--- src/rtl/y86_mem_arbiter_pkg.sv ---
// Shared definitions for the y86 memory arbiter: FSM states, master indices
// and default bus widths.
package y86_bus_pkg;

    localparam int DEF_AW = 32;
    localparam int DEF_DW = 32;

    // Master indices, also the encoding of the owner output
    localparam logic M_CPU = 1'b0;
    localparam logic M_DMA = 1'b1;

    typedef enum logic {
        IDLE   = 1'b0,
        ACCESS = 1'b1
    } arb_state_e;

    // Select between a CPU-side and a DMA-side one-bit value by master index
    function automatic logic sel_bit(input logic who, input logic cpu_v, input logic dma_v);
        logic r;
        if (who == M_DMA) begin
            r = dma_v;
        end else begin
            r = cpu_v;
        end
        return r;
    endfunction

endpackage

--- src/rtl/y86_mem_arbiter_if.sv ---
// Bundle of both master handshakes and the shared memory bus.
// slave  : the arbiter's view (requests in, grants/responses/bus out)
// master : the environment's view (masters plus memory)
interface y86_mem_arbiter_if
    import y86_bus_pkg::*;
#(
    parameter int AW = DEF_AW,
    parameter int DW = DEF_DW
);
    logic          m0_req;
    logic          m0_we;
    logic [AW-1:0] m0_addr;
    logic [DW-1:0] m0_wdata;
    logic          m0_gnt;
    logic          m0_rvalid;
    logic          m0_err;

    logic          m1_req;
    logic          m1_we;
    logic [AW-1:0] m1_addr;
    logic [DW-1:0] m1_wdata;
    logic          m1_gnt;
    logic          m1_rvalid;
    logic          m1_err;

    logic [DW-1:0] rdata;

    logic [AW-1:0] bus_A;
    logic          bus_RE;
    logic          bus_WE;
    logic [DW-1:0] bus_out;
    logic [DW-1:0] bus_in;
    logic          bus_ready;

    logic          busy;
    logic          owner;

    modport slave (
        input  m0_req, m0_we, m0_addr, m0_wdata,
        input  m1_req, m1_we, m1_addr, m1_wdata,
        input  bus_in, bus_ready,
        output m0_gnt, m0_rvalid, m0_err,
        output m1_gnt, m1_rvalid, m1_err,
        output rdata, bus_A, bus_RE, bus_WE, bus_out, busy, owner
    );

    modport master (
        output m0_req, m0_we, m0_addr, m0_wdata,
        output m1_req, m1_we, m1_addr, m1_wdata,
        output bus_in, bus_ready,
        input  m0_gnt, m0_rvalid, m0_err,
        input  m1_gnt, m1_rvalid, m1_err,
        input  rdata, bus_A, bus_RE, bus_WE, bus_out, busy, owner
    );

endinterface

--- src/rtl/y86_mem_arbiter_pick.sv ---
// Winner selection for the two masters. The CPU has fixed priority, but once
// it has been granted MAX_CPU_STREAK times in a row while the DMA master was
// waiting, the DMA master is forced through on the next contested grant.
module y86_arb_pick
    import y86_bus_pkg::*;
#(
    parameter int MAX_CPU_STREAK = 4
) (
    input  logic clk,
    input  logic rst,
    input  logic m0_req,
    input  logic m1_req,
    input  logic grant_en,
    output logic winner,
    output logic any_req
);

    localparam int             SW         = $clog2(MAX_CPU_STREAK + 1);
    localparam logic [SW-1:0]  STREAK_MAX = SW'(MAX_CPU_STREAK);

    logic [SW-1:0] streak_r;
    logic          winner_s;
    logic          grant_s;

    assign any_req = m0_req | m1_req;
    assign grant_s = grant_en & any_req;
    assign winner  = winner_s;

    // Pick the winner: sole requester wins, contention goes to the CPU unless starved DMA is due
    always_comb begin
        winner_s = M_CPU;
        if (m0_req && m1_req) begin
            if (streak_r == STREAK_MAX) begin
                winner_s = M_DMA;
            end else begin
                winner_s = M_CPU;
            end
        end else if (m1_req) begin
            winner_s = M_DMA;
        end else begin
            winner_s = M_CPU;
        end
    end

    // Count CPU grants taken while the DMA master waits; any DMA grant or idle DMA clears it
    always_ff @(posedge clk or negedge rst) begin
        if (!rst) begin
            streak_r <= {SW{1'b0}};
        end else if (!m1_req) begin
            streak_r <= {SW{1'b0}};
        end else if (grant_s && (winner_s == M_DMA)) begin
            streak_r <= {SW{1'b0}};
        end else if (grant_s && (streak_r != STREAK_MAX)) begin
            streak_r <= streak_r + SW'(1);
        end else begin
            streak_r <= streak_r;
        end
    end

endmodule

--- src/rtl/y86_mem_arbiter.sv ---
// Two-master arbiter for the single y86 memory bus. One access is in flight
// at a time; grants are issued combinationally from IDLE, the bus is driven
// from registers during ACCESS, and completion (or timeout) is reported with
// a one-cycle rvalid pulse to the owning master.
module y86_mem_arbiter
    import y86_bus_pkg::*;
#(
    parameter int AW             = DEF_AW,
    parameter int DW             = DEF_DW,
    parameter int MAX_CPU_STREAK = 4,
    parameter int TIMEOUT_CYC    = 16
) (
    input  logic             clk,
    input  logic             rst,
    y86_mem_arbiter_if.slave mif
);

    localparam int            TW        = $clog2(TIMEOUT_CYC + 1);
    localparam logic [TW-1:0] TCNT_LAST = TW'(TIMEOUT_CYC - 1);

    arb_state_e    state_r;
    logic          owner_r;
    logic [TW-1:0] tcnt_r;
    logic [AW-1:0] bus_a_r;
    logic          bus_re_r;
    logic          bus_we_r;
    logic [DW-1:0] bus_out_r;
    logic          rv0_r;
    logic          rv1_r;
    logic          err0_r;
    logic          err1_r;
    logic [DW-1:0] rdata_r;

    logic          winner_s;
    logic          any_req_s;
    logic          grant_en_s;
    logic          grant_s;
    logic          win_we_s;
    logic [AW-1:0] win_addr_s;
    logic [DW-1:0] win_wdata_s;
    logic          done_s;
    logic          timeout_s;

    // Grants are held off while reset is asserted so no gnt leaks out during reset
    assign grant_en_s = rst & (state_r == IDLE);
    assign grant_s    = grant_en_s & any_req_s;

    y86_arb_pick #(
        .MAX_CPU_STREAK(MAX_CPU_STREAK)
    ) u_pick (
        .clk      (clk),
        .rst      (rst),
        .m0_req   (mif.m0_req),
        .m1_req   (mif.m1_req),
        .grant_en (grant_en_s),
        .winner   (winner_s),
        .any_req  (any_req_s)
    );

    // Route the winning master's request fields to the latch inputs
    always_comb begin
        win_we_s    = 1'b0;
        win_addr_s  = {AW{1'b0}};
        win_wdata_s = {DW{1'b0}};
        if (winner_s == M_DMA) begin
            win_we_s    = mif.m1_we;
            win_addr_s  = mif.m1_addr;
            win_wdata_s = mif.m1_wdata;
        end else begin
            win_we_s    = mif.m0_we;
            win_addr_s  = mif.m0_addr;
            win_wdata_s = mif.m0_wdata;
        end
    end

    // An access ends on memory ready, or after TIMEOUT_CYC unanswered cycles
    assign timeout_s = (state_r == ACCESS) && !mif.bus_ready && (tcnt_r == TCNT_LAST);
    assign done_s    = (state_r == ACCESS) && (mif.bus_ready || (tcnt_r == TCNT_LAST));

    // Access FSM: latch the winner's request, drive the bus, report completion
    always_ff @(posedge clk or negedge rst) begin
        if (!rst) begin
            state_r   <= IDLE;
            owner_r   <= M_CPU;
            tcnt_r    <= {TW{1'b0}};
            bus_a_r   <= {AW{1'b0}};
            bus_re_r  <= 1'b0;
            bus_we_r  <= 1'b0;
            bus_out_r <= {DW{1'b0}};
            rv0_r     <= 1'b0;
            rv1_r     <= 1'b0;
            err0_r    <= 1'b0;
            err1_r    <= 1'b0;
            rdata_r   <= {DW{1'b0}};
        end else begin
            rv0_r  <= 1'b0;
            rv1_r  <= 1'b0;
            err0_r <= 1'b0;
            err1_r <= 1'b0;
            case (state_r)
                IDLE: begin
                    if (grant_s) begin
                        state_r   <= ACCESS;
                        owner_r   <= winner_s;
                        tcnt_r    <= {TW{1'b0}};
                        bus_a_r   <= win_addr_s;
                        bus_re_r  <= !win_we_s;
                        bus_we_r  <= win_we_s;
                        bus_out_r <= win_we_s ? win_wdata_s : {DW{1'b0}};
                    end else begin
                        state_r <= IDLE;
                    end
                end
                ACCESS: begin
                    if (done_s) begin
                        state_r   <= IDLE;
                        bus_a_r   <= {AW{1'b0}};
                        bus_re_r  <= 1'b0;
                        bus_we_r  <= 1'b0;
                        bus_out_r <= {DW{1'b0}};
                        rv0_r     <= sel_bit(owner_r, 1'b1, 1'b0);
                        rv1_r     <= sel_bit(owner_r, 1'b0, 1'b1);
                        err0_r    <= sel_bit(owner_r, timeout_s, 1'b0);
                        err1_r    <= sel_bit(owner_r, 1'b0, timeout_s);
                        rdata_r   <= (timeout_s || bus_we_r) ? {DW{1'b0}} : mif.bus_in;
                    end else begin
                        tcnt_r <= tcnt_r + TW'(1);
                    end
                end
                default: begin
                    state_r   <= IDLE;
                    bus_a_r   <= {AW{1'b0}};
                    bus_re_r  <= 1'b0;
                    bus_we_r  <= 1'b0;
                    bus_out_r <= {DW{1'b0}};
                end
            endcase
        end
    end

    assign mif.m0_gnt    = grant_s & (winner_s == M_CPU);
    assign mif.m1_gnt    = grant_s & (winner_s == M_DMA);
    assign mif.m0_rvalid = rv0_r;
    assign mif.m1_rvalid = rv1_r;
    assign mif.m0_err    = err0_r;
    assign mif.m1_err    = err1_r;
    assign mif.rdata     = rdata_r;
    assign mif.bus_A     = bus_a_r;
    assign mif.bus_RE    = bus_re_r;
    assign mif.bus_WE    = bus_we_r;
    assign mif.bus_out   = bus_out_r;
    assign mif.busy      = (state_r == ACCESS);
    assign mif.owner     = owner_r;

endmodule

--- src/flat_wrapper.sv ---
// flat-port wrapper written by rule: the top's interface ports become plain ports
module y86_mem_arbiter_flat import y86_bus_pkg::*;
#(
    parameter int AW             = DEF_AW,
    parameter int DW             = DEF_DW,
    parameter int MAX_CPU_STREAK = 4,
    parameter int TIMEOUT_CYC    = 16
)
  (clk, rst, mif_m0_req, mif_m0_we, mif_m0_addr, mif_m0_wdata, mif_m1_req, mif_m1_we, mif_m1_addr, mif_m1_wdata, mif_bus_in, mif_bus_ready, mif_m0_gnt, mif_m0_rvalid, mif_m0_err, mif_m1_gnt, mif_m1_rvalid, mif_m1_err, mif_rdata, mif_bus_A, mif_bus_RE, mif_bus_WE, mif_bus_out, mif_busy, mif_owner);
  y86_mem_arbiter_if #(.AW(AW), .DW(DW)) mif_i ();
  input  logic clk;
  input  logic rst;
  input wire logic [$bits(mif_i.m0_req)-1:0] mif_m0_req;
  input wire logic [$bits(mif_i.m0_we)-1:0] mif_m0_we;
  input wire logic [$bits(mif_i.m0_addr)-1:0] mif_m0_addr;
  input wire logic [$bits(mif_i.m0_wdata)-1:0] mif_m0_wdata;
  input wire logic [$bits(mif_i.m1_req)-1:0] mif_m1_req;
  input wire logic [$bits(mif_i.m1_we)-1:0] mif_m1_we;
  input wire logic [$bits(mif_i.m1_addr)-1:0] mif_m1_addr;
  input wire logic [$bits(mif_i.m1_wdata)-1:0] mif_m1_wdata;
  input wire logic [$bits(mif_i.bus_in)-1:0] mif_bus_in;
  input wire logic [$bits(mif_i.bus_ready)-1:0] mif_bus_ready;
  output wire logic [$bits(mif_i.m0_gnt)-1:0] mif_m0_gnt;
  output wire logic [$bits(mif_i.m0_rvalid)-1:0] mif_m0_rvalid;
  output wire logic [$bits(mif_i.m0_err)-1:0] mif_m0_err;
  output wire logic [$bits(mif_i.m1_gnt)-1:0] mif_m1_gnt;
  output wire logic [$bits(mif_i.m1_rvalid)-1:0] mif_m1_rvalid;
  output wire logic [$bits(mif_i.m1_err)-1:0] mif_m1_err;
  output wire logic [$bits(mif_i.rdata)-1:0] mif_rdata;
  output wire logic [$bits(mif_i.bus_A)-1:0] mif_bus_A;
  output wire logic [$bits(mif_i.bus_RE)-1:0] mif_bus_RE;
  output wire logic [$bits(mif_i.bus_WE)-1:0] mif_bus_WE;
  output wire logic [$bits(mif_i.bus_out)-1:0] mif_bus_out;
  output wire logic [$bits(mif_i.busy)-1:0] mif_busy;
  output wire logic [$bits(mif_i.owner)-1:0] mif_owner;
  assign mif_i.m0_req = mif_m0_req;
  assign mif_i.m0_we = mif_m0_we;
  assign mif_i.m0_addr = mif_m0_addr;
  assign mif_i.m0_wdata = mif_m0_wdata;
  assign mif_i.m1_req = mif_m1_req;
  assign mif_i.m1_we = mif_m1_we;
  assign mif_i.m1_addr = mif_m1_addr;
  assign mif_i.m1_wdata = mif_m1_wdata;
  assign mif_i.bus_in = mif_bus_in;
  assign mif_i.bus_ready = mif_bus_ready;
  assign mif_m0_gnt = mif_i.m0_gnt;
  assign mif_m0_rvalid = mif_i.m0_rvalid;
  assign mif_m0_err = mif_i.m0_err;
  assign mif_m1_gnt = mif_i.m1_gnt;
  assign mif_m1_rvalid = mif_i.m1_rvalid;
  assign mif_m1_err = mif_i.m1_err;
  assign mif_rdata = mif_i.rdata;
  assign mif_bus_A = mif_i.bus_A;
  assign mif_bus_RE = mif_i.bus_RE;
  assign mif_bus_WE = mif_i.bus_WE;
  assign mif_bus_out = mif_i.bus_out;
  assign mif_busy = mif_i.busy;
  assign mif_owner = mif_i.owner;
  y86_mem_arbiter #(.AW(AW), .DW(DW), .MAX_CPU_STREAK(MAX_CPU_STREAK), .TIMEOUT_CYC(TIMEOUT_CYC)) u_core (.clk(clk), .rst(rst), .mif(mif_i));
endmodule
--- config.mk ---
export PLATFORM = sky130hd
export DESIGN_NAME = y86_mem_arbiter_flat
export DESIGN_NICKNAME = d
export VERILOG_FILES = /design/src/rtl/y86_mem_arbiter_pkg.sv /design/src/rtl/y86_mem_arbiter_if.sv /design/src/rtl/y86_mem_arbiter_pick.sv /design/src/rtl/y86_mem_arbiter.sv /design/src/flat_wrapper.sv
export SDC_FILE = /design/constraint.sdc
export NUM_CORES = 1
export LEC_CHECK = 0
export ABC_AREA = 1
export CAP_MARGIN = 5
export CORE_AREA = 4 4 114 116
export DETAILED_ROUTE_END_ITERATION = 7
export DIE_AREA = 0 0 118 120
export GPL_ROUTABILITY_DRIVEN = 0
export GPL_TIMING_DRIVEN = 0
export PLACE_DENSITY = 0.89
export SLEW_MARGIN = 30
export SYNTH_ARGS = -nofsm -noshare
export SYNTH_HDL_FRONTEND = slang
export SYNTH_SLANG_ARGS = --single-unit
--- constraint.sdc ---
create_clock -name clk -period 5.17 [get_ports clk]
set_input_delay 0.7755 -clock clk [delete_from_list [all_inputs] [get_ports clk]]
set_output_delay 0.7755 -clock clk [all_outputs]
set_load 0.005 [all_outputs]
; After elaboration in Yosys (flattened, before gate mapping)
; Index checks and enable logic that the tools add are counted.
[word_totals]
in_bits = 167
reg_bits = 112
[op_classes]
n_bitwise = 7
muxes = 39
reduce_logical = 14
add_sub_neg = 2
eq_ne = 7
[ops]
columns = operator, n
row1 = 32-bit two-way mux, 7
row2 = 32-bit one-hot mux with 2 select lines, 2
row3 = 1-bit two-way mux, 21
row4 = 5-bit two-way mux, 2
row5 = 5-bit one-hot mux with 2 select lines, 1
row6 = 3-bit two-way mux, 3
row7 = 2-bit AND reduction, 4
row8 = 1-bit logical AND, 6
row9 = 1-bit one-hot mux with 2 select lines, 3
row10 = 5-bit by 1-bit adder with 5-bit output (second input constant), 1
row11 = 5-bit by 4-bit == test with 1-bit output (second input constant), 1
row12 = 1-bit bitwise AND, 4
row13 = 2-bit != test (second input constant), 2
row14 = 3-bit by 1-bit adder with 3-bit output (second input constant), 1
row15 = 3-bit == test (second input constant), 1
row16 = 3-bit by 1-bit != test with 1-bit output (second input constant), 1
row17 = 3-bit != test (second input constant), 1
row18 = 1-bit zero test, 2
row19 = 1-bit logical OR, 2
row20 = 2-bit by 1-bit != test with 1-bit output (second input constant), 1
row21 = 1-bit inverter, 2
row22 = 1-bit OR, 1

; Depth between registers and ports, before layout
; Gate-level depths: netlist of the first run.
[depth]
word_depth = 7
depth_mapped = 11

; Cells and area by module
; From an unflattened synthesis of the first run, not the netlist that was laid out.
[unflattened]
hier_cells = 724
area_unflattened_um2 = 5510.3
[by_module_without_submodules]
columns = module, area_each_um2, instances, seq_area_each_um2, cells_each
row1 = y86_mem_arbiter, 5292.6, 1, 2727.6, 695
row2 = y86_arb_pick, 217.7, 1, 75.1, 29

; Least setup slack after synthesis of the first run
; Ideal clock, no wire load.
[synth_timing]
kind = input to output
from = input port mif_m0_req
to = output port mif_m0_gnt
stages = 6
path_buffers = 2
path_slack_ps = 3000
t_arrival_ps = 1395
required_time_ps = 4394
path_cell_list = nor2_1 -> nor2_2 -> buf_6 -> nand2_2 -> clkinv_2 -> buf_6
[synth_between]
elab_chain_cells = 4
word_cells_on_any_way = 6
cone_classes = mux (1) / bitwise (4) / reduce/logical (1)
[synth_lines]
columns = item, line
row1 = from (decl), flat_wrapper.sv:13  ; input wire logic [$bits(mif_i.m0_req)-1:0] mif_m0_req;
row2 = 1-bit logical AND, y86_mem_arbiter_pick.sv:32  ; if (m0_req && m1_req) begin
row3 = 1-bit two-way mux, y86_mem_arbiter_pick.sv:32
row4 = 1-bit inverter, y86_mem_arbiter.sv:141  ; assign mif.m0_gnt = grant_s & (winner_s == M_CPU);
row5 = 1-bit bitwise AND *, y86_mem_arbiter.sv:141
row6 = to (decl), flat_wrapper.sv:23  ; output wire logic [$bits(mif_i.m0_gnt)-1:0] mif_m0_gnt;
; Mark *: on every way between the ends. The rest lies on a longest branch, timed or not.

; Worst setup path in the final report of the first run
[layout_timing]
from = input port rst
to = output port mif_m1_gnt
[layout_between]
elab_chain_cells = 3
[layout_lines]
columns = item, line
row1 = from (decl), flat_wrapper.sv:12  ; input logic rst;
row2 = 1-bit bitwise AND, y86_mem_arbiter.sv:45  ; assign grant_en_s = rst & (state_r == IDLE);
row3 = 1-bit bitwise AND, y86_mem_arbiter.sv:46  ; assign grant_s = grant_en_s & any_req_s;
row4 = 1-bit bitwise AND, y86_mem_arbiter.sv:142  ; assign mif.m1_gnt = grant_s & (winner_s == M_DMA);
row5 = to (decl), flat_wrapper.sv:26  ; output wire logic [$bits(mif_i.m1_gnt)-1:0] mif_m1_gnt;
; No other way between the ends.

==> impl_metrics.tcl, run 1 <==
set metrics [dict create \
    grt-ovfl-total 0 \
    arrival_ns 2.90 \
    hold_class "in -> async" \
    power.switching_uw 759.1 \
    num_vias 5463 \
    ir_worst_vdd_mv 0.1962 \
    postCtsResizedCells 0 \
    status "complete, no violations" \
    wire_per_inst_um 16.89 \
    synth_common_cells "nand2_1 (309), dfrtp_1 (112), nand3_1 (104), o21ai_0 (27), buf_2 (25)" \
    antenna_found_initial 0 \
    fmax_mhz 272.1 \
    htree_levels 3 \
    ys_seq_area_share_pct 54.92 \
    crit_fanout 86 \
    dominantRegCellSynth "dfrtp_1" \
    cp_num_buf_inv 5 \
    cts_tree "done" \
    tightest_slew_ns 0.5677 \
    hpwlAfterDp_um 14100 \
    drt_pass1_iterations 5 \
    drc 0 \
    setup_tns_ns 0 \
    setup_ws_ns 1.495 \
    crit_path_cell_trace "buf_8, buf_16, nand2_1, nor2_2, inv_2, nor2_4, buf_2, clkdlybuf4s50_1" \
    cp-end-kind "primary output" \
    ant_nets 0 \
    drv_cap 0 \
    clk_pin_slew_worst_paths_ns 0.07 \
    slowest_stage "clkdlybuf4s50_1" \
    synth_edf_count 0 \
    holdWs_ns 0.2590 \
    grt_usage_pct 25.33 \
    syn_inst 643 \
    power.total_uw 2648 \
    nNetsFinal 1098 \
    p_seq_share_pct 43.1 \
    viasPerCell 5.072 \
    placement.cell_area_sq_um 8043 \
    async_flop_share_pct 100.0 \
    stdcell_area_sq_um 8324 \
    cts.sinks 112 \
    hold_viol 0 \
    synth.top_cell.area_share_pct 54.92 \
    grt_max_degree 87 \
    io_pins 273 \
    syn_area_sq_um 5104 \
    synth_cell_types 24 \
    cts_root_buf "clkbuf_16" \
    fin_crit_sh_pct 71.09 \
    p_leak_uw 0.003930 \
    core_area_sq_um 11910 \
    numCtsBuffers 9 \
    dieWidth_um 118 \
    swShare_pct 28.67 \
    synth_most_common_cell "nand2_1" \
    path_delay_family "buffers and inverters" \
    hold_buffers 0 \
    syn_nets 814 \
    critPathMaxStageDelay_ns 0.56 \
    cp.required_ns 4.39 \
    drv_slew 0 \
    synth_area_leaders "dfrtp_1 (55%), nand2_1 (23%), nand3_1 (10%)" \
    ys.warnings.count 0 \
    yosys.area.top_type "dfrtp_1" \
    start_util_pct 42.85 \
    syn_avg_cell_area_sq_um 7.937 \
    dieHeight_um 120 \
    grt_pass1_vias 5589 \
    period_needed_ns 3.675 \
    post_cts_buffers 0 \
    power-per-cell-area_nw_per_um2 318.1 \
    slew-limit-headroom_pct 62.15 \
    worst-setup-path-type "in -> out" \
    rsz0062_at_grt "false" \
    layout-area-overhead-vs-synth_pct 63.10 \
    drt_iter0_markers 333 \
    synth-seq-cells 112 \
    p_int_uw 1888 \
    clockBufferDepth 2 \
    start_kind "input pin" \
    preCtsSetupSlack_ns 1.479 \
    rows 40 \
    port_buffers 272 \
    skew_ns 0.009790 \
    grt_pass1_wl_um 28300 \
    die-area_sq_um 14160 \
    drt_wl_total_um 18190 \
    p_clk_share_pct 25.5 \
    diodes 0 \
    setup_viol 0 \
    p_comb_share_pct 31.4 \
    insertion_delay_ns 0.35 \
    drive_above_1_share_pct 5.914 \
]
power by group through the flow:
| stage | Combinational [uW] | Sequential [uW] | Clock [uW] |
|---|---|---|---|
| floorplan | 255 | 1160 | 0 |
| global placement | 816 | 1150 | 0 |
| detailed placement | 839 | 1150 | 0 |
| CTS | 842 | 1140 | 682 |
| global route | 906 | 1160 | 712 |
| finish | 832 | 1140 | 674 |
kinds of logic after synthesis:
group | share of synthesized area (%)
buffers and inverters | 5.124
AO/OA/AOI/OAI | 3.898
flip-flops | 54.92
adder cells (fa/ha/maj) | 0.9807
AND/OR/NAND/NOR | 35.08
placed cells by master, fill, tap and decap left out, drive strengths merged, types with 2 or more instances in the layout:
cell and instances:
o21ai 36, nand3 104, clkdlybuf4s50 271, inv 14
buf 33, nor3 3, clkbuf 20, nor2 14
nand2 312, ha 4, clkinvlp 2, dfrtp 112
worst paths after layout:
| kind | startpoint | to | slack, ns | cells after the start |
|---|---|---|---|---|
| min reg2reg | u_core.mif.bus_out[11] | u_core.mif.bus_out[11] | 0.48 | 2 |
| max | rst | mif_m1_gnt | 1.49 | 8 |
| max in group asynchronous | rst | u_core.mif.bus_A[26] | 4.19 | 2 |
| min | rst | u_core.mif.rdata[11] | 0.26 | 1 |
| max reg2reg | u_core.tcnt_r[0] | u_core.mif.bus_A[18] | 2.96 | 11 |
| min in group clk | u_core.mif.bus_out[11] | u_core.mif.bus_out[11] | 0.48 | 2 |
layer usage:
layer	share of wire (%)	track usage, %	up-vias	wire, um
li1	-	-	2609	-
met1	39	28.97	2581	7067
met2	51	45.49	249	9198
met3	8.6	7.210	24	1563
met4	2.0	8.645	0	361
met5	0	0	-	0
through the flow:
stage               instances  util [%]
global route             1077     69.88
CTS                      1077     69.88
detailed placement       1063     67.52
global placement         1062     67.25
finish                   1077     69.88
floorplan                 643         -
sequential cells by signal (all words and copies together), names as in the netlist:
name,cells
u_core.mif.rdata,32
u_core.mif.owner,1
u_core.mif.busy,1
u_core.mif.bus_WE,1
u_core.mif.bus_A,32
u_core.mif.m1_err,1
u_core.u_pick.streak_r,3
u_core.mif.bus_out,32
u_core.mif.m0_err,1
u_core.tcnt_r,5
u_core.mif.bus_RE,1
u_core.mif.m0_rvalid,1
u_core.mif.m1_rvalid,1
layout make-up:
class	instances	area, sq um
buffer	39	203.9
clock buffer	12	266.5
clock inverter	2	15.01
fill	924	3587
inverter	15	57.56
multi-input combinational	477	2039
sequential	112	2803
tap	147	183.9
timing repair buffer	273	2755
Note: power is estimated with default switching activity, not from simulation.
==> run 2: changes to the inputs <==
Settings changed: CORE_AREA 4 4 114 116 to 4 4 125 127, DIE_AREA 0 0 118 120 to 0 0 129 131, PLACE_DENSITY 0.89 to 0.79.
Clock period 5.17 ns to 3 ns, I/O delays scaled along.
==> run 2 against run 1 <==
Net effect: sequential share of layout area decreased by 0.53 points; critical path depth unchanged; non-clock buffer count increased by 3; final area increased by 1.6%; clock skew about the same; largest cell class unchanged.
==> impl_metrics.tcl, run 2 (synthesis gave the netlist of run 1 again) <==
set metrics [dict create \
    antenna_found_initial 0 \
    wire_per_inst_um 15.55 \
    drt_iter0_markers 323 \
    layout_commonest_cell "nand2_1" \
    status "complete, no violations" \
    num_vias 5263 \
    layout-area-overhead-vs-synth_pct 65.70 \
    numCtsBuffers 9 \
    clk_pin_slew_worst_paths_ns 0.07 \
    rsz0062_at_grt "false" \
    arrival_ns 2.39 \
    diodes 0 \
    setup_viol 0 \
    die-area_sq_um 16900 \
    grt_pass1_vias 5123 \
    dieHeight_um 131 \
    crit_start "mif_m1_req" \
    post_cts_buffers 0 \
    period_needed_ns 2.840 \
    cp.required_ns 2.55 \
    port_buffers 272 \
    placedCellCount 1100 \
    drv_cap 0 \
    drc 0 \
    stdcell_area_sq_um 8457 \
    power-per-cell-area_nw_per_um2 549.1 \
    nNetsFinal 1101 \
    p_leak_uw 0.003979 \
    cts_root_buf "clkbuf_16" \
    clockBufferDepth 2 \
    fin_crit_sh_pct 94.66 \
    viasPerCell 4.708 \
    r2r_end "u_core.mif.bus_A[18]" \
    setup_ws_ns 0.1602 \
    drive_above_1_share_pct 5.996 \
    tightest_slew_ns 0.5141 \
    drt_wl_total_um 17380 \
    grt-ovfl-total 0 \
    r2r_slack_ns 0.76 \
    crit_fanout 10 \
    fillCellCount 1307 \
    placement.cell_area_sq_um 8089 \
    grt_pass1_wl_um 26720 \
    insertion_delay_ns 0.34 \
    cp-end-kind "primary output" \
    layoutNonFillerInstCount 1118 \
    io_pins 273 \
    setup_tns_ns 0 \
    dieWidth_um 129 \
    rows 44 \
    grt_max_degree 38 \
    fmax_mhz 352.1 \
    hpwlAfterDp_um 13040 \
    layout_common_cells "nand2_1 (309), clkdlybuf4s50_1 (271), dfrtp_1 (112), nand3_1 (104), o21ai_0 (27)" \
    slew-limit-headroom_pct 65.62 \
    hold_viol 0 \
    htree_levels 3 \
    cts.sinks 112 \
    regToRegStartpoint "u_core.tcnt_r[0]" \
    worst-r2r-cell-count 11 \
    start_util_pct 35.38 \
    drv_slew 0 \
    start_kind "input pin" \
    preCtsSetupSlack_ns -0.03632 \
    hold_class "in -> async" \
    grt_usage_pct 20.07 \
    drt_pass1_iterations 4 \
    ir_worst_vdd_mv 0.2893 \
    worst-setup-path-type "in -> out" \
    cts_tree "done" \
    skew_ns 0.009291 \
    ant_nets 0 \
    core_area_sq_um 14420 \
]
## run 2: worst max-delay path, cell delays in order
cell and delay [ns]:
clkdlybuf4s50_1 0.59, nor2_1 0.10, nor2_2 0.18, buf_6 0.17, nand2_2 0.06, clkinv_2 0.13
buf_6 0.17, clkdlybuf4s50_1 0.54
## run 2: area by class of cell
cell class / instances / area, sq um / share of cell area [%]
repair buffers: 276 / 2818 / 33.32
multi-input cells: 477 / 2039 / 24.12
well taps: 184 / 230.2 / 2.722
flip-flops and latches: 112 / 2803 / 33.14
clock inverters: 4 / 70.07 / 0.8285
plain buffers: 39 / 206.4 / 2.441
clock buffers: 11 / 232.7 / 2.752
inverters: 15 / 57.56 / 0.6806
## run 2: routing by layer
layer  GRT usage, %  share of wire, %  up-vias
met1          25.08                41     2427
met2          34.51                49      199
met5              0                 0        -
li1               -                 -     2619
met4          5.497               1.3        0
met3          5.285               8.9       18
## run 2: through the flow
| step | util, % | total power (uW) | hold slack [ns] |
|---|---|---|---|
| after floorplan | - | 2435 | 0.1544 |
| after global placement | 55.86 | 3388 | 0.4608 |
| after detailed placement | 56.08 | 3415 | 0.3529 |
| after CTS | 58.61 | 4704 | 0.06267 |
| after global routing | 58.63 | 4923 | 0.06814 |
| final | 58.63 | 4644 | 0.06765 |
## run 2: how the worst max path moves through the flow
stage | to | cells past startpoint | slack [ns]
2_1_floorplan | u_core.mif.bus_A[10] | 11 | 1.20
3_3_place_gp | mif_m1_gnt | 7 | -3.96
3_5_place_dp | mif_m1_gnt | 8 | -0.04
4_1_cts | mif_m1_gnt | 7 | 0.10
5_1_grt | mif_m1_gnt | 7 | 0.02
6_report | mif_m0_gnt | 8 | 0.16
## run 2: report_power, final
group / internal, uW / switching (uW)
clock network: 727 / 531
logic: 846 / 578
registers: 1790 / 168
## run 2: timing repair
| item | CTS | global route |
|---|---|---|
| cloned | 1 | 0 |
| hold buffers | 2 | 0 |
| resized for setup | 0 | 1 |
| endpoints found under the setup margin | 1 | 1 |
| endpoints found under the hold margin | 33 | 0 |
==> run 3: changes to the inputs <==
Settings changed: CELL_PAD_IN_SITES_DETAIL_PLACEMENT from default to 1, CELL_PAD_IN_SITES_GLOBAL_PLACEMENT from default to 1, CORE_AREA 4 4 125 127 to 4 4 138 140, DIE_AREA 0 0 129 131 to 0 0 142 144, PLACE_DENSITY 0.79 to 0.87.
Clock period 3 ns to 3.4 ns, I/O delays scaled along.
==> run 3 against run 2 <==
Net effect: routed wire length is 15% higher; first-iteration DRC count is 28% lower; combinational power is 9% lower.
==> impl_metrics.tcl, run 3 (synthesis gave the netlist of run 1 again) <==
set metrics [dict create \
    num_vias 5398 \
    crit_fanout 10 \
    cts_tree "done" \
    cp-end-kind "primary output" \
    fillCellCount 2129 \
    hold_viol 0 \
    setup_tns_ns 0 \
    holdWs_ns 0.04377 \
    r2r_end "u_core.mif.bus_A[14]" \
    port_buffers 272 \
    grt_pass1_wl_um 30590 \
    period_needed_ns 3.113 \
    drive_above_1_share_pct 6.116 \
    ir_worst_vdd_mv 0.2385 \
    grt_usage_pct 19.04 \
    tightest_slew_ns 0.5352 \
    hold_class "in -> async" \
    antenna_found_initial 0 \
    rsz0062_at_grt "false" \
    drt_pass1_iterations 4 \
    regToRegStartpoint "u_core.tcnt_r[0]" \
    crit_path_cell_trace "clkdlybuf4s50_1, nor2_1, nor2_2, inv_2, nor2_4, buf_2, clkdlybuf4s50_1" \
    rows 49 \
    slew-limit-headroom_pct 64.32 \
    htree_levels 3 \
    p_comb_share_pct 31.2 \
    wire_per_inst_um 17.27 \
    p_seq_share_pct 41.8 \
    slowest_stage "clkdlybuf4s50_1" \
    swShare_pct 29.00 \
    diodes 0 \
    seq_area_sq_um 2803 \
    fin_crit_sh_pct 91.56 \
    worst-r2r-cell-count 11 \
    nNetsFinal 1099 \
    power.total_uw 4136 \
    critPathMaxStageDelay_ns 0.58 \
    die-area_sq_um 20450 \
    drc 0 \
    viasPerCell 4.649 \
    drt_iter0_markers 232 \
    power-per-cell-area_nw_per_um2 488.0 \
    clockBufferDepth 2 \
    clk_pin_slew_worst_paths_ns 0.07 \
    drv_cap 0 \
    p_int_uw 2937 \
    layout-area-overhead-vs-synth_pct 66.07 \
    layout_commonest_cell "nand2_1" \
    cts_root_buf "clkbuf_16" \
    p_leak_uw 0.003962 \
    grt-ovfl-total 0 \
    skew_ns 0.01024 \
    start_kind "input pin" \
    worst-setup-path-type "in -> out" \
    placement.cell_area_sq_um 8145 \
    io_pins 273 \
    numCtsBuffers 9 \
    core_area_sq_um 17840 \
    drt_wl_total_um 20060 \
    power.switching_uw 1200 \
    cpMostUsedCell "clkdlybuf4s50_1" \
    arrival_ns 2.60 \
    p_clk_share_pct 26.9 \
    hpwlAfterDp_um 15460 \
    ant_nets 0 \
    dieHeight_um 144 \
    stdcell_area_sq_um 8476 \
    insertion_delay_ns 0.35 \
    dieWidth_um 142 \
    r2r_slack_ns 1.01 \
    multi_input_area_sq_um 2039 \
    setup_viol 0 \
    drv_slew 0 \
    grt_pass1_vias 5667 \
    post_cts_buffers 0 \
    cts.sinks 112 \
    cp.required_ns 2.89 \
    start_util_pct 28.61 \
    fmax_mhz 321.2 \
    layout_common_cells "nand2_1 (309), clkdlybuf4s50_1 (271), dfrtp_1 (112), nand3_1 (104), o21ai_0 (27)" \
    grt_max_degree 73 \
    status "complete, no violations" \
]
[run 3: cell types whose count changed in the layout (fill, tap and decap cells not counted), sizes merged]
cell	previous run	this run
inv	14	15
bufbuf	1	0
dlygate4sd3	1	0
bufinv	2	1
[run 3: worst max-delay path, delay by kind of cell]
kind	cells	cell delay (ns)
and+or+nand+nor	3	0.47
buffers and inverters	4	1.61
[run 3: layout make-up]
cell class	instances	area share, %
clock inverter	4	0.6200
tap	229	3.381
timing repair buffer	274	32.80
clock buffer	11	2.982
multi-input combinational	477	24.06
buffer	39	2.406
inverter	15	0.6791
sequential	112	33.07
[run 3: timing repair]
action | CTS | global route
hold buffers | 0 | 0
setup endpoints to repair | 0 | 1
resized for setup | 0 | 0
[run 3: through the flow]
stage / worst slack, ns / util [%] / cells
6_report: 0.2868 / 47.51 / 1161
5_1_grt: 0.1009 / 47.51 / 1161
4_1_cts: 0.1050 / 47.37 / 1160
3_5_place_dp: 0.09958 / 45.66 / 1145
3_3_place_gp: -3.928 / 45.47 / 1144
2_1_floorplan: 1.595 / - / 643
[run 3: power groups by stage]
| stage | registers [uW] | logic, uW | clock network (uW) |
|---|---|---|---|
| after floorplan | 1760 | 388 | 0 |
| after global placement | 1740 | 1260 | 0 |
| after detailed placement | 1750 | 1310 | 0 |
| after CTS | 1730 | 1310 | 1140 |
| after global routing | 1770 | 1420 | 1210 |
| final | 1730 | 1290 | 1110 |
[run 3: worst max path at each step]
stage / startpoint / to / slack, ns
2_1_floorplan: u_core.tcnt_r[0] / u_core.mif.bus_A[10] / 1.60
3_3_place_gp: rst / mif_m1_gnt / -3.93
3_5_place_dp: rst / mif_m1_gnt / 0.1
4_1_cts: rst / mif_m1_gnt / 0.11
5_1_grt: rst / mif_m1_gnt / 0.10
6_report: mif_m1_req / mif_m1_gnt / 0.29
[run 3: routing by layer]
metal	global-route usage, %	share of wire [%]	up-vias
met1	23.90	42	2580
li1	-	-	2612
met4	7.020	2.7	0
met3	4.398	6.5	28
met5	0	0	-
met2	32.15	49	178
